==> config.mk <==
export PLATFORM = sky130hd
export DESIGN_NAME = freq_cv_conditioner
export DESIGN_NICKNAME = d
export VERILOG_FILES = /design/src/rtl/freq_cv_conditioner_pkg.sv /design/src/rtl/freq_cv_conditioner_ring_average.sv /design/src/rtl/freq_cv_conditioner.sv
export SDC_FILE = /design/constraint.sdc
export NUM_CORES = 1
export LEC_CHECK = 0
export CAP_MARGIN = 20
export CORE_MARGIN = 4
export CORE_UTILIZATION = 45
export CTS_BUF_LIST = sky130_fd_sc_hd__clkbuf_4 sky130_fd_sc_hd__clkbuf_8 sky130_fd_sc_hd__clkbuf_16
export CTS_CLUSTER_DIAMETER = 40
export DETAILED_ROUTE_END_ITERATION = 7
export SYNTH_ARGS = -nofsm -noshare
export SYNTH_HDL_FRONTEND = slang
export SYNTH_SLANG_ARGS = --single-unit
==> constraint.sdc <==
create_clock -name clock -period 12.35 [get_ports clock]
set_input_delay 2.47 -clock clock [delete_from_list [all_inputs] [get_ports clock]]
set_output_delay 2.47 -clock clock [all_outputs]
set_load 0.01 [all_outputs]
==> src/rtl/freq_cv_conditioner_pkg.sv <==
`default_nettype none
// ============================================================================
// Module      : freq_cv_conditioner_pkg
// Description : Shared constants and FSM encoding for the pitch CV conditioner
// Revision    : 1.0
// ============================================================================
package freq_cv_conditioner_pkg;

    localparam logic [15:0] FREQ_RESET = 16'd1000;
    localparam logic [15:0] FREQ_MIN   = 16'd20;
    localparam logic [15:0] FREQ_MAX   = 16'd12000;
    localparam int          SAMPLERATE = 48000;

    typedef enum logic [1:0] {
        S_IDLE  = 2'd0,
        S_SUM   = 2'd1,
        S_CLAMP = 2'd2,
        S_HYST  = 2'd3
    } state_t;

endpackage
`default_nettype wire

==> src/rtl/freq_cv_conditioner_ring_average.sv <==
`default_nettype none
// ============================================================================
// Module      : cv_ring_average
// Description : Power-of-two moving average over a ring buffer with priming
// Revision    : 1.0
// ============================================================================
module cv_ring_average #(
    parameter int AVG_LOG2 = 3
) (
    input  logic        clock,
    input  logic        rstn,
    input  logic        load,
    input  logic [15:0] din,
    output logic [15:0] avg
);
    localparam int DEPTH = 1 << AVG_LOG2;

    logic [15:0]           r_buf [DEPTH];
    logic [AVG_LOG2-1:0]   r_wr_ptr;
    logic [15+AVG_LOG2:0]  r_sum;
    logic                  r_primed;

    always_ff @(posedge clock) begin
        if (!rstn) begin
            r_sum    <= '0;
            r_wr_ptr <= '0;
            r_primed <= 1'b0;
        end else if (load) begin
            if (!r_primed) begin
                // First word fills every slot so the average starts settled
                r_sum    <= {din, {AVG_LOG2{1'b0}}};
                r_primed <= 1'b1;
            end else begin
                r_sum    <= r_sum - {{AVG_LOG2{1'b0}}, r_buf[r_wr_ptr]}
                                  + {{AVG_LOG2{1'b0}}, din};
                r_wr_ptr <= r_wr_ptr + AVG_LOG2'(1);
            end
        end
    end

    // Buffer contents need no reset: priming overwrites all of them
    always_ff @(posedge clock) begin
        if (load) begin
            if (!r_primed) begin
                for (int i = 0; i < DEPTH; i++) begin
                    r_buf[i] <= din;
                end
            end else begin
                r_buf[r_wr_ptr] <= din;
            end
        end
    end

    assign avg = r_sum[15+AVG_LOG2:AVG_LOG2];

endmodule
`default_nettype wire

==> src/rtl/freq_cv_conditioner.sv <==
`default_nettype none
// ============================================================================
// Module      : freq_cv_conditioner
// Description : ADC pitch word -> averaged, clamped, hysteretic frequency
// Revision    : 1.0
// ============================================================================
module freq_cv_conditioner #(
    parameter int          AVG_LOG2   = 3,
    parameter logic [15:0] HYST       = 16'd4,
    parameter logic [15:0] FREQ_MIN   = freq_cv_conditioner_pkg::FREQ_MIN,
    parameter logic [15:0] FREQ_MAX   = freq_cv_conditioner_pkg::FREQ_MAX,
    parameter logic [15:0] FREQ_RESET = freq_cv_conditioner_pkg::FREQ_RESET
) (
    input  logic        clock,
    input  logic        rstn,
    input  logic        data_received,
    input  logic [15:0] adc_data,
    input  logic        sample_tick,
    output logic [15:0] frequency,
    output logic        freq_changed,
    output logic        sample_miss
);
    import freq_cv_conditioner_pkg::*;

    state_t      r_state;
    state_t      w_next_state;
    logic        r_data_prev;
    logic [15:0] r_new_w;
    logic [15:0] r_clamped;
    logic [15:0] r_pending;
    logic [15:0] r_frequency;
    logic        r_freq_changed;
    logic        r_sample_miss;

    logic        w_rise;
    logic [15:0] w_avg;
    logic [15:0] w_clamp;
    logic [15:0] w_abs_diff;

    assign w_rise = data_received & ~r_data_prev;

    cv_ring_average #(
        .AVG_LOG2 (AVG_LOG2)
    ) u_ring_average (
        .clock (clock),
        .rstn  (rstn),
        .load  (r_state == S_SUM),
        .din   (r_new_w),
        .avg   (w_avg)
    );

    assign w_clamp    = (w_avg < FREQ_MIN) ? FREQ_MIN :
                        (w_avg > FREQ_MAX) ? FREQ_MAX : w_avg;
    assign w_abs_diff = (r_clamped >= r_pending) ? (r_clamped - r_pending)
                                                 : (r_pending - r_clamped);

    always_ff @(posedge clock) begin
        if (!rstn) begin
            r_state <= S_IDLE;
        end else begin
            r_state <= w_next_state;
        end
    end

    always_comb begin
        w_next_state = r_state;
        case (r_state)
            S_IDLE:  if (w_rise) w_next_state = S_SUM;
            S_SUM:   w_next_state = S_CLAMP;
            S_CLAMP: w_next_state = S_HYST;
            S_HYST:  w_next_state = S_IDLE;
            default: w_next_state = S_IDLE;
        endcase
    end

    always_ff @(posedge clock) begin
        if (!rstn) begin
            r_data_prev    <= 1'b0;
            r_new_w        <= '0;
            r_clamped      <= '0;
            r_pending      <= FREQ_RESET;
            r_frequency    <= FREQ_RESET;
            r_freq_changed <= 1'b0;
            r_sample_miss  <= 1'b0;
        end else begin
            r_data_prev   <= data_received;
            r_sample_miss <= w_rise && (r_state != S_IDLE);
            if ((r_state == S_IDLE) && w_rise) begin
                r_new_w <= adc_data;
            end
            if (r_state == S_CLAMP) begin
                r_clamped <= w_clamp;
            end
            if ((r_state == S_HYST) && (w_abs_diff >= HYST)) begin
                r_pending <= r_clamped;
            end
            // A tick coinciding with a pending write publishes the old value
            r_freq_changed <= sample_tick && (r_pending != r_frequency);
            if (sample_tick) begin
                r_frequency <= r_pending;
            end
        end
    end

    assign frequency    = r_frequency;
    assign freq_changed = r_freq_changed;
    assign sample_miss  = r_sample_miss;

endmodule
`default_nettype wire
==> impl_summary.txt, run 1 <==
----------------------------------------------------
[Floorplanning]
  Overall die height ... between 150 and 200 um
  I/O pins ... 38
  Row Count ... just under 60
  Chip Width ... between 150 and 200 um
  Area of the placeable core ... between 0.02 and 0.03 sq mm
  Effective utilization at floorplan ... 46.07%
  Area of the die ... between 0.02 and 0.03 sq mm

[Synthesis]
  Flop and latch count out of synthesis ... around 220
  Fraction of the yosys area taken by sequential cells ... 47.59%
  Area leader, netlist ... sky130_fd_sc_hd__edfxtp_1
  Post-synthesis share of cell area spent on and, or, nand and nor gates ... a little under an eighth
  Share of async-settable or async-resettable flops after synthesis ... 0%
  Synthesized area divided by synthesized cell count ... roughly 11 sq um
  Number of synthesized flops with an enable pin ... around 130
  Synthesized-area fraction occupied by xor and xnor cells ... under 10%
  Top_reg_cell synth ... sky130_fd_sc_hd__edfxtp_1
  Synth Warn # ... 0
  Largest family of logic cells by synthesized area ... compound AO/OA/AOI/OAI gates
  Adder-cell area share of the yosys netlist ... under 10%
  Number of distinct standard cells referenced by the synthesized netlist ... 65
  Synthesized Nets ... around 1200
  Post-synthesis mux area share ... roughly a tenth
  Synthesized-area fraction occupied by ao, oa, aoi and oai cells ... roughly an eighth
  Largest cells by area after synthesis ... sky130_fd_sc_hd__edfxtp_1, sky130_fd_sc_hd__dfxtp_1, sky130_fd_sc_hd__mux4_2
  Cell count after synthesis ... around 1100
  Synth top area share ... between 30% and 40%
  Post-Syn Area ... around 0.012 sq mm

[GRT]
  Number of antenna violations at the first check in global routing ... 0
  GRT Residual Overflow ... 0
  Maximum number of pins on one net before global-route repair ... 103
  Overall global routing resource usage ... between 15 and 20%
  Number of global-route vias before repair ... around 8000
  Global-route wire length before repair ... about 45000 um

[Worst setup path]
  Max Fanout on Critical Path ... 32
  Worst-case reg-to-reg path depth ... 15
  Critical path data required time ... about 13 ns
  Worst reg2reg endpoint ... u_ring_average.r_sum[18]
  Data arrival time of the critical path ... about 5.4 ns
  Reg2Reg Setup Slack ... around 7.4 ns
  CP Capture Type ... flop
  Setup crit end ... u_ring_average.r_sum[18]
  Startpoint type of the worst setup path ... flop
  Critical setup path kind ... flop to flop

[Layout]
  Layout cells sized above 1 ... around an eighth
  Final design area excluding fillers ... 0.01397 sq mm
  Most common cell after layout, fill and taps aside ... sky130_fd_sc_hd__edfxtp_1
  Number of nets in the layout ... 1239
  Number of antenna diodes ... 0
  Area Overhead vs Synth ... 15.72%
  Leading cell types in the layout, fill and taps excluded ... sky130_fd_sc_hd__edfxtp_1, sky130_fd_sc_hd__inv_1, sky130_fd_sc_hd__nand2_1
  Final core area utilization ... between 50% and 60%

[CTS]
  Inserted Clock Buffers ... 36
  Hold bufs inserted after CTS ... 0
  Clock H-tree levels ... 2
  Maximum number of buffers from clock root to sink ... 3
  PostCTS Resize Cnt ... 0
  TritonCTS clock tree ... built
  Clock Sink Count ... 223
  Post-CTS Repair Setup Buffers ... 0
  Worst-path clk slew ... 0.06 ns
  Clk_lat worst skew ... 0.52 ns
  Root Buffer ... sky130_fd_sc_hd__clkbuf_16

[Routing]
  Number of remaining DRC errors ... 0
  Total via count in the routed design ... 8172
  Ratio of routed vias to standard cells ... 5.434
  Post-DRT Antenna Nets ... 0
  Number of DRC markers in iteration 0 ... approximately 540
  Length of the first detailed-routing pass in iterations ... 5
  Final routed wirelength across all metal layers ... ~28000 um
  Final routed wire length divided by cell count ... around 19 um

[Timing]
  Post-route clock skew ... 0.03497 ns
  Hold Fails Final Rpt ... 0
  Worst slew pin tran ... 0.9426 ns
  Share of the clock period used by the worst path after layout ... between 40 and 50%
  Summed negative setup slack over all endpoints ... 0 ns
  Fin worst setup slack ... 7.370 ns
  Number of setup violations in the final report ... 0
  Achievable Freq ... roughly 200 MHz
  Unrepaired setup endpoints after global routing ... no
  Fin. max-slew vios ... 0
  Shortest clock period the worst path allows after layout ... 4.980 ns
  Max-slew headroom at the worst pin ... a little under two fifths

[Min path]
  Origin of the worst min-delay path ... r_clamped[2]
  Worst min-delay path category ... flop to flop

[Pwr]
  Cell Pwr Density ... between 200 and 250 mW/mm^2
  Total power of the final layout ... about 3400 uW
  Maximum vdd ir drop ... between 0.0001 and 0.00015 V
  Pleak ... 0.005393 uW

[Run]
  Count of maximum capacitance violations ... 0

[Placed design]
  Place WS ... 7.305 ns
  RePlAce Congestion ... roughly 0.85
  Detailed Place HPWL ... around 19000 um
  Placement-stage cell area ... 0.01273 sq mm
  Number of port buffers ... 37

[Outcome]
  Status ... finished, final reports clean

----------------------------------------------------
power by group:
group | switching, uW | internal [uW]
Clock | 349 | 649
Sequential | 108 | 1040
Combinational | 706 | 504
Total | 1160 | 2190
registers in the layout, indices dropped and copies added, names as in the netlist, named ones only:
signal / cells
frequency: 16
r_data_prev: 1
u_ring_average.r_buf: 128
u_ring_average.r_sum: 19
u_ring_average.r_primed: 1
r_new_w: 16
u_ring_average.r_wr_ptr: 3
r_clamped: 16
freq_changed: 1
sample_miss: 1
r_state: 2
r_pending: 16
cell type report:
cell class | instances | area, sq um
Clock buffer | 45 | 974.7
Clock inverter | 18 | 246.5
Fill cell | 2272 | 12240
Inverter | 113 | 424.2
Multi-Input combinational cell | 717 | 5647
Sequential cell | 223 | 5747
Tap cell | 335 | 419.2
Timing Repair Buffer | 53 | 513.0
worst min-delay path by stage:
stage	endpoint	cells past startpoint	slack [ns]
6_report	r_pending[2]	2	0.47
4_1_cts	r_pending[2]	2	0.48
3_5_place_dp	r_pending[10]	2	0.48
5_1_grt	r_pending[10]	2	0.50
3_3_place_gp	r_pending[12]	2	0.47
2_1_floorplan	r_pending[15]	2	0.45
worst max-delay path, stage by stage, from the launching register on:
cell and delay (ns):
sky130_fd_sc_hd__dfxtp_2 0.31, sky130_fd_sc_hd__buf_4 0.50, sky130_fd_sc_hd__mux4_2 0.57, sky130_fd_sc_hd__mux2_2 0.29, sky130_fd_sc_hd__fa_1 0.48, sky130_fd_sc_hd__inv_1 0.04, sky130_fd_sc_hd__ha_1 0.32, sky130_fd_sc_hd__nor2b_1 0.17
sky130_fd_sc_hd__o31ai_1 0.46, sky130_fd_sc_hd__a211oi_1 0.22, sky130_fd_sc_hd__o41a_1 0.39, sky130_fd_sc_hd__a41o_1 0.26, sky130_fd_sc_hd__o41ai_1 0.39, sky130_fd_sc_hd__o21ai_0 0.20, sky130_fd_sc_hd__xor2_1 0.17, sky130_fd_sc_hd__o2bb2ai_1 0.12
Yosys cell counts, types with 4 or more instances:
library cell,count
sky130_fd_sc_hd__o31ai_1,7
sky130_fd_sc_hd__inv_1,113
sky130_fd_sc_hd__mux2i_1,37
sky130_fd_sc_hd__buf_6,6
sky130_fd_sc_hd__a211oi_1,4
sky130_fd_sc_hd__nand2b_1,4
sky130_fd_sc_hd__nand2_1,105
sky130_fd_sc_hd__xor2_1,29
sky130_fd_sc_hd__nand3_1,15
sky130_fd_sc_hd__dfxtp_1,95
sky130_fd_sc_hd__nand4_1,7
sky130_fd_sc_hd__edfxtp_1,128
sky130_fd_sc_hd__o21a_1,6
sky130_fd_sc_hd__clkbuf_1,40
sky130_fd_sc_hd__a31oi_1,10
sky130_fd_sc_hd__nor4_1,7
sky130_fd_sc_hd__fa_1,18
sky130_fd_sc_hd__nor3b_1,4
sky130_fd_sc_hd__o211a_1,6
sky130_fd_sc_hd__o211ai_1,9
sky130_fd_sc_hd__buf_1,5
sky130_fd_sc_hd__a21boi_0,23
sky130_fd_sc_hd__nor2b_1,34
sky130_fd_sc_hd__nor2_1,43
sky130_fd_sc_hd__mux2_2,17
sky130_fd_sc_hd__nor3_1,13
sky130_fd_sc_hd__mux4_2,32
sky130_fd_sc_hd__o21ai_0,63
sky130_fd_sc_hd__nand3b_1,9
sky130_fd_sc_hd__xnor2_1,16
sky130_fd_sc_hd__a21o_1,14
sky130_fd_sc_hd__ha_1,57
sky130_fd_sc_hd__a21oi_1,52
sky130_fd_sc_hd__and2_1,27
layer usage:
layer | vias up | wire length (um) | track usage [%]
met5 | - | 0 | 0
met4 | 0 | 560 | 5.332
met3 | 40 | 1124 | 3.103
met2 | 174 | 14040 | 33.61
met1 | 3961 | 12180 | 26.11
li1 | 3997 | - | -
per-stage QoR:
step                hold slack [ns]  instances
floorplan                    0.4508       1108
global placement             0.4711       1439
detailed placement           0.4791       1440
CTS                          0.4791       1503
global route                 0.4986       1504
finish                       0.4678       1504
cell families (layout without fill, tap and decap cells):
group	Yosys count	in the layout
AO/OA/AOI/OAI	225	225
flip-flops	223	223
adder cells (fa/ha/maj)	75	75
multiplexers	86	86
XOR/XNOR	45	45
buffers and inverters	168	229
AND/OR/NAND/NOR	286	286
Power figures use the tool's default switching activity.
==> run 2, diff against run 1 <==
Clock period 12.35 ns to 4.7 ns, I/O delays scaled along.
==> impl_summary.txt, run 2 (synthesis results as in run 1) <==
----------------------------------------------------
[GRT]
  Maximum number of pins on one net before global-route repair ... 96
  Global-route wire length before repair ... about 45000 um
  GRT Residual Overflow ... 0
  Number of antenna violations at the first check in global routing ... 0
  Number of global-route vias before repair ... ~8100
  Overall global routing resource usage ... a little under a fifth

[Routing]
  Final routed wire length divided by cell count ... about 19 um
  Ratio of routed vias to standard cells ... around 5.5
  Final routed wirelength across all metal layers ... roughly 28000 um
  Post-DRT Antenna Nets ... 0
  Number of remaining DRC errors ... 0
  Length of the first detailed-routing pass in iterations ... 5
  Total via count in the routed design ... 8265
  Number of DRC markers in iteration 0 ... 495

[Timing]
  Worst slew pin tran ... around 1.1 ns
  Shortest clock period the worst path allows after layout ... about 4.3 ns
  Achievable Freq ... approximately 230 MHz
  Unrepaired setup endpoints after global routing ... no
  Worst-case hold slack ... around 0.47 ns
  Summed negative setup slack over all endpoints ... 0 ns
  Share of the clock period used by the worst path after layout ... approximately 92%
  Max-slew headroom at the worst pin ... roughly 29%
  Post-route clock skew ... between 0.02 and 0.025 ns
  Hold Fails Final Rpt ... 0
  Fin worst setup slack ... approximately 0.38 ns
  Fin. max-slew vios ... 0
  Number of setup violations in the final report ... 0

[CTS]
  Inserted Clock Buffers ... 31
  Hold bufs inserted after CTS ... 0
  Clock Sink Count ... about 220
  TritonCTS clock tree ... built
  Root Buffer ... sky130_fd_sc_hd__clkbuf_16
  Clock H-tree levels ... 1
  Clk_lat worst skew ... between 0.5 and 0.6 ns
  Maximum number of buffers from clock root to sink ... 3
  Post-CTS Repair Setup Buffers ... 0
  Worst-path clk slew ... 0.06 ns

[Layout]
  Leading cell types in the layout, fill and taps excluded ... sky130_fd_sc_hd__edfxtp_1, sky130_fd_sc_hd__inv_1, sky130_fd_sc_hd__nand2_1
  Final core area utilization ... between 50% and 60%
  Largest registers ... u_ring_average.r_buf: 128 flops, u_ring_average.r_sum: 19 flops
  Number of antenna diodes ... 0
  Most common cell after layout, fill and taps aside ... sky130_fd_sc_hd__edfxtp_1
  Number of nets in the layout ... ~1200
  Largest register FFs ... between 100 and 150
  Layout cells sized above 1 ... about 13%
  Area Overhead vs Synth ... 15.21%
  Reg with most FFs ... u_ring_average.r_buf

[Worst setup path]
  Worst-case reg-to-reg path depth ... 15
  Startpoint type of the worst setup path ... flop
  Max Fanout on Critical Path ... 10
  Data arrival time of the critical path ... slightly below 5 ns
  Cell type of the slowest stage on the worst timing path ... sky130_fd_sc_hd__mux4_2
  Cell breakdown of the critical path ... buf_4, mux4_2, mux2_2, fa_1, inv_1, ha_1, o21a_1, o31ai_2, a211oi_1, o41a_1, a41o_1, o41ai_2, o21ai_0, xor2_1, o2bb2ai_1
  Delay of the slowest critical-path stage ... about 0.51 ns
  Critical path data required time ... between 5 and 6 ns
  CP Capture Type ... flop
  Critical setup path kind ... flop to flop

[Pwr]
  Cell Pwr Density ... 621.4 mW/mm^2
  Maximum vdd ir drop ... between 0.0003 and 0.0004 V
  Pleak ... approximately 0.0054 uW

[Floorplanning]
  I/O pins ... 38
  Row Count ... 59
  Overall die height ... 171.8 um
  Area of the placeable core ... approximately 0.026 sq mm
  Chip Width ... about 170 um
  Effective utilization at floorplan ... 46.07%
  Area of the die ... about 0.030 sq mm

[Placed design]
  RePlAce Congestion ... around 0.87
  Place WS ... -0.03098 ns
  Detailed Place HPWL ... between 15000 and 20000 um
  Number of port buffers ... 37

[Min path]
  Hold depth ... 2
  Worst min-delay path category ... flop to flop

[Outcome]
  Status ... finished, final reports clean

[Run]
  Count of maximum capacitance violations ... 0

----------------------------------------------------
-- run 2: cell count changes in the layout (fill, tap and decap cells not counted), moves of 2 or more --
cell / before / now
sky130_fd_sc_hd__clkbuf_4: 8 / 0
sky130_fd_sc_hd__clkinv_2: 2 / 0
sky130_fd_sc_hd__clkinv_1: 0 / 2
sky130_fd_sc_hd__clkinv_4: 5 / 1
sky130_fd_sc_hd__buf_4: 14 / 18
sky130_fd_sc_hd__inv_8: 0 / 2
sky130_fd_sc_hd__inv_6: 2 / 13
sky130_fd_sc_hd__clkbuf_16: 36 / 31
sky130_fd_sc_hd__buf_12: 0 / 2
-- run 2: worst max-delay path: cells and delay by family, from the launching register on --
kind | cells | cell delay (ns)
AOI/OAI and AO/OA | 8 | 1.75
adders and majority gates | 2 | 0.82
muxes | 2 | 0.80
DFF | 1 | 0.46
buffers and inverters | 2 | 0.25
xor gates and xnor gates | 1 | 0.17
-- run 2: stage by stage --
step / std cells / instance area, sq um / power, uW
floorplan: 1108 / 12080 / 5377
global placement: 1446 / 12780 / 6200
detailed placement: 1446 / 12780 / 6249
CTS: 1504 / 13880 / 8688
global route: 1505 / 13910 / 9231
finish: 1505 / 13910 / 8644
-- run 2: final timing paths --
kind,slack [ns],end,from
setup / recovery,0.38,u_ring_average.r_sum[18],flop
hold reg to reg,0.47,r_pending[14],r_clamped[14]
hold / removal,0.47,r_pending[14],r_clamped[14]
setup reg to reg,0.38,u_ring_average.r_sum[18],flop
-- run 2: metal layers --
metal / track usage, % / part of all wire, % / vias to the layer above
li1: - / - / 4014
met1: 25.76 / 45 / 4048
met2: 33.11 / 49 / 157
met3: 2.758 / 4.1 / 46
met4: 4.614 / 2.1 / 0
met5: 0 / 0 / -
-- run 2: layout make-up --
cell class              count  area [sq um]
clock buffers              31         775.7
clock inverters            27         314.1
fillers                  2266         12300
inverters                 113         424.2
multi-input cells         717          5660
flip-flops and latches    223          5749
well taps                 335         419.2
repair buffers             59         566.8
-- run 2: what timing repair did --
action	4_1_cts	5_1_grt
endpoints found under the hold margin	0	0
resized for setup	2	3
cloned	0	0
endpoints found under the setup margin	1	2
-- run 2: power by group --
part | leakage [uW] | switching, uW | total, uW | internal (uW)
Sequential | 0.00199 | 330 | 3060 | 2730
Combinational | 0.00284 | 1850 | 3180 | 1330
Clock | 0.000524 | 971 | 2400 | 1430
Total | 0.00536 | 3150 | 8640 | 5490
==> run 3, diff against run 2 <==
Settings changed: SYNTH_HIERARCHICAL set to 1.
==> impl_summary.txt, run 3 <==
----------------------------------------------------
[Outcome]
  Status ... finished, final reports clean

[Synthesis]
  Largest cells by area after synthesis ... sky130_fd_sc_hd__edfxtp_1, sky130_fd_sc_hd__dfxtp_1, sky130_fd_sc_hd__mux4_2
  Synthesized area divided by synthesized cell count ... approximately 11 sq um
  Top_reg_cell synth ... sky130_fd_sc_hd__edfxtp_1
  Synth top area share ... ~31%
  Flop and latch count out of synthesis ... 223
  Cell count after synthesis ... 1132
  Area leader, netlist ... sky130_fd_sc_hd__edfxtp_1
  Share of async-settable or async-resettable flops after synthesis ... 0%
  Number of distinct standard cells referenced by the synthesized netlist ... between 80 and 90
  Most numerous cell types in the synthesized netlist ... sky130_fd_sc_hd__edfxtp_1, sky130_fd_sc_hd__nand2_1, sky130_fd_sc_hd__inv_1
  Top-count cell post-synth ... sky130_fd_sc_hd__edfxtp_1
  Number of synthesized flops with an enable pin ... 128
  Post-Syn Area ... ~0.012 sq mm
  Synth Warn # ... 6
  Synthesized Nets ... about 1200
  Fraction of the yosys area taken by sequential cells ... 46.43%

[Placed design]
  Detailed Place HPWL ... between 15000 and 20000 um
  Cell Count Post-Placement ... around 1500
  Number of port buffers ... 37
  RePlAce Congestion ... around 0.92

[Routing]
  Final routed wirelength across all metal layers ... ~29000 um
  Number of remaining DRC errors ... 0
  Final routed wire length divided by cell count ... approximately 19 um
  Total via count in the routed design ... 8345
  Number of DRC markers in iteration 0 ... 538
  Length of the first detailed-routing pass in iterations ... 5
  Ratio of routed vias to standard cells ... around 5.5
  Post-DRT Antenna Nets ... 0

[Worst setup path]
  Delay of the slowest critical-path stage ... between 0.6 and 0.7 ns
  Max Fanout on Critical Path ... 18
  Startpoint type of the worst setup path ... flop
  Worst-case reg-to-reg path depth ... 12
  Cell breakdown of the critical path ... buf_12, mux4_2, mux2_2, fa_1, inv_1, ha_1, a21oi_4, o21ai_1, a221o_1, a21oi_2, mux2i_1, a31oi_1
  Critical path's top delay family ... multiplexers
  Critical setup path kind ... flop to flop
  Critical path data required time ... between 5 and 6 ns
  Data arrival time of the critical path ... about 4.4 ns
  CP Capture Type ... flop
  Critical Path Stages ... 12
  Cell type of the slowest stage on the worst timing path ... sky130_fd_sc_hd__dfxtp_2
  CP Buf/Inv Count ... 2

[Timing]
  Summed negative setup slack over all endpoints ... 0 ns
  Hold Fails Final Rpt ... 0
  Number of setup violations in the final report ... 0
  Fin. max-slew vios ... 0
  Achievable Freq ... about 250 MHz
  Post-route clock skew ... around 0.025 ns
  Worst slew pin tran ... around 1.1 ns
  Unrepaired setup endpoints after global routing ... no
  Shortest clock period the worst path allows after layout ... 3.989 ns
  Share of the clock period used by the worst path after layout ... 84.87%
  Max-slew headroom at the worst pin ... about a quarter

[Floorplanning]
  Area of the die ... 0.03022 sq mm
  Overall die height ... between 150 and 200 um
  I/O pins ... 38
  Row Count ... 60
  Chip Width ... ~170 um
  Area of the placeable core ... about 0.027 sq mm
  Effective utilization at floorplan ... between 40% and 50%

[Layout]
  Leading cell types in the layout, fill and taps excluded ... sky130_fd_sc_hd__edfxtp_1, sky130_fd_sc_hd__nand2_1, sky130_fd_sc_hd__inv_1
  Post-route non-filler standard cell count ... approximately 1500
  Area Overhead vs Synth ... 15.46%
  Largest registers ... u_ring_average/r_buf: 128 flops, u_ring_average/r_sum: 19 flops
  Reg with most FFs ... u_ring_average/r_buf
  Largest register FFs ... around 130
  Number of antenna diodes ... 0
  Number of nets in the layout ... ~1200
  Layout cells sized above 1 ... 14.15%
  Area of combinational cells with multiple inputs ... 0.005852 sq mm
  Most common cell after layout, fill and taps aside ... sky130_fd_sc_hd__edfxtp_1
  FF+latch area ... approximately 0.0057 sq mm
  Final-layout fill cell count ... 2384

[Pwr]
  Pleak ... roughly 0.0053 uW
  Total power of the final layout ... approximately 9400 uW
  Maximum vdd ir drop ... roughly 0.00034 V
  Cell Pwr Density ... between 600 and 700 mW/mm^2

[GRT]
  Overall global routing resource usage ... between 10% and 20%
  Number of global-route vias before repair ... 8503
  Number of antenna violations at the first check in global routing ... 0
  GRT Residual Overflow ... 0
  Global-route wire length before repair ... about 47000 um
  Maximum number of pins on one net before global-route repair ... 55

[Run]
  Count of maximum capacitance violations ... 0

[CTS]
  TritonCTS clock tree ... built
  Hold bufs inserted after CTS ... 0
  Inserted Clock Buffers ... 38
  Maximum number of buffers from clock root to sink ... 3
  Worst-path clk slew ... approximately 0.05 ns
  Clock Sink Count ... about 220
  Clk_lat worst skew ... ~0.52 ns
  Clock H-tree levels ... 2
  Root Buffer ... sky130_fd_sc_hd__clkbuf_16
  PostCTS Resize Cnt ... 0
  Post-CTS Repair Setup Buffers ... 0

[Min path]
  Hold depth ... 2
  Worst min-delay path category ... flop to flop

----------------------------------------------------
## run 3: changes by cell type after synthesis, moves of 7 or more
cell                       delta
sky130_fd_sc_hd__clkbuf_1     -7
sky130_fd_sc_hd__o21ai_0     -23
sky130_fd_sc_hd__nand2_1      +7
sky130_fd_sc_hd__buf_4       +17
sky130_fd_sc_hd__and2_1      -19
sky130_fd_sc_hd__buf_2        +9
sky130_fd_sc_hd__nor2_1       +9
sky130_fd_sc_hd__nand2b_1     +7
sky130_fd_sc_hd__a21boi_0     +7
sky130_fd_sc_hd__o22ai_1      +7
## run 3: cell type report
class                           instances  share of cell area [%]
Tap cell                              341                   2.986
Multi-Input combinational cell        726                   40.96
Clock inverter                         25                   2.268
Inverter                              111                   2.916
Timing Repair Buffer                   50                   3.415
Sequential cell                       223                   40.22
Clock buffer                           45                   7.234
## run 3: metrics by stage
stage          instance area [sq um]  hold WS, ns  util (%)  setup WS (ns)
2_1_floorplan                  12370       0.4463         -         0.9569
3_3_place_gp                   12930       0.4576     47.84         0.7428
3_5_place_dp                   12930       0.4664     47.84         0.7002
4_1_cts                        14290       0.4751     52.87         0.6794
5_1_grt                        14290       0.5061     52.87         0.4134
6_report                       14290       0.4746     52.87         0.7109
## run 3: worst register-to-register path, stage by stage, from the launching register on
cell	delay, ns
sky130_fd_sc_hd__dfxtp_2	0.67
sky130_fd_sc_hd__buf_12	0.29
sky130_fd_sc_hd__mux4_2	0.53
sky130_fd_sc_hd__mux2_2	0.29
sky130_fd_sc_hd__fa_1	0.48
sky130_fd_sc_hd__inv_1	0.04
sky130_fd_sc_hd__ha_1	0.42
sky130_fd_sc_hd__a21oi_4	0.22
sky130_fd_sc_hd__o21ai_1	0.09
sky130_fd_sc_hd__a221o_1	0.31
sky130_fd_sc_hd__a21oi_2	0.20
sky130_fd_sc_hd__mux2i_1	0.23
sky130_fd_sc_hd__a31oi_1	0.10
## run 3: final timing paths
path,from,endpoint,slack (ns)
max,flop,u_ring_average/r_sum[18],0.71
min,u_ring_average/r_sum[0],u_ring_average/r_sum[0],0.47
max reg2reg,flop,u_ring_average/r_sum[18],0.71
min reg2reg,u_ring_average/r_sum[0],u_ring_average/r_sum[0],0.47
## run 3: layer usage
layer  up-vias  GRT usage [%]  share of wire (%)
met3        64          3.446                4.4
li1       4056              -                  -
met1      4022          26.42                 46
met5         -              0                  0
met2       203          31.82                 46
met4         0          6.928                3.2
## run 3: kinds of logic (layout without fill, tap and decap cells)
| kind of cell | count (synthesis) | count (layout) | share of synthesized area, % |
|---|---|---|---|
| mux | 89 | 89 | 10.60 |
| fa+ha+maj | 73 | 73 | 8.473 |
| xor+xnor | 46 | 46 | 3.256 |
| compound gates | 226 | 226 | 13.04 |
| flops | 223 | 223 | 46.43 |
| simple gates | 292 | 292 | 11.50 |
| buf+inv | 183 | 231 | 6.704 |
## run 3: report_power, final
part / internal [uW] / switching, uW
clock: 1880 / 996
combinational: 1350 / 2100
sequential: 2730 / 333
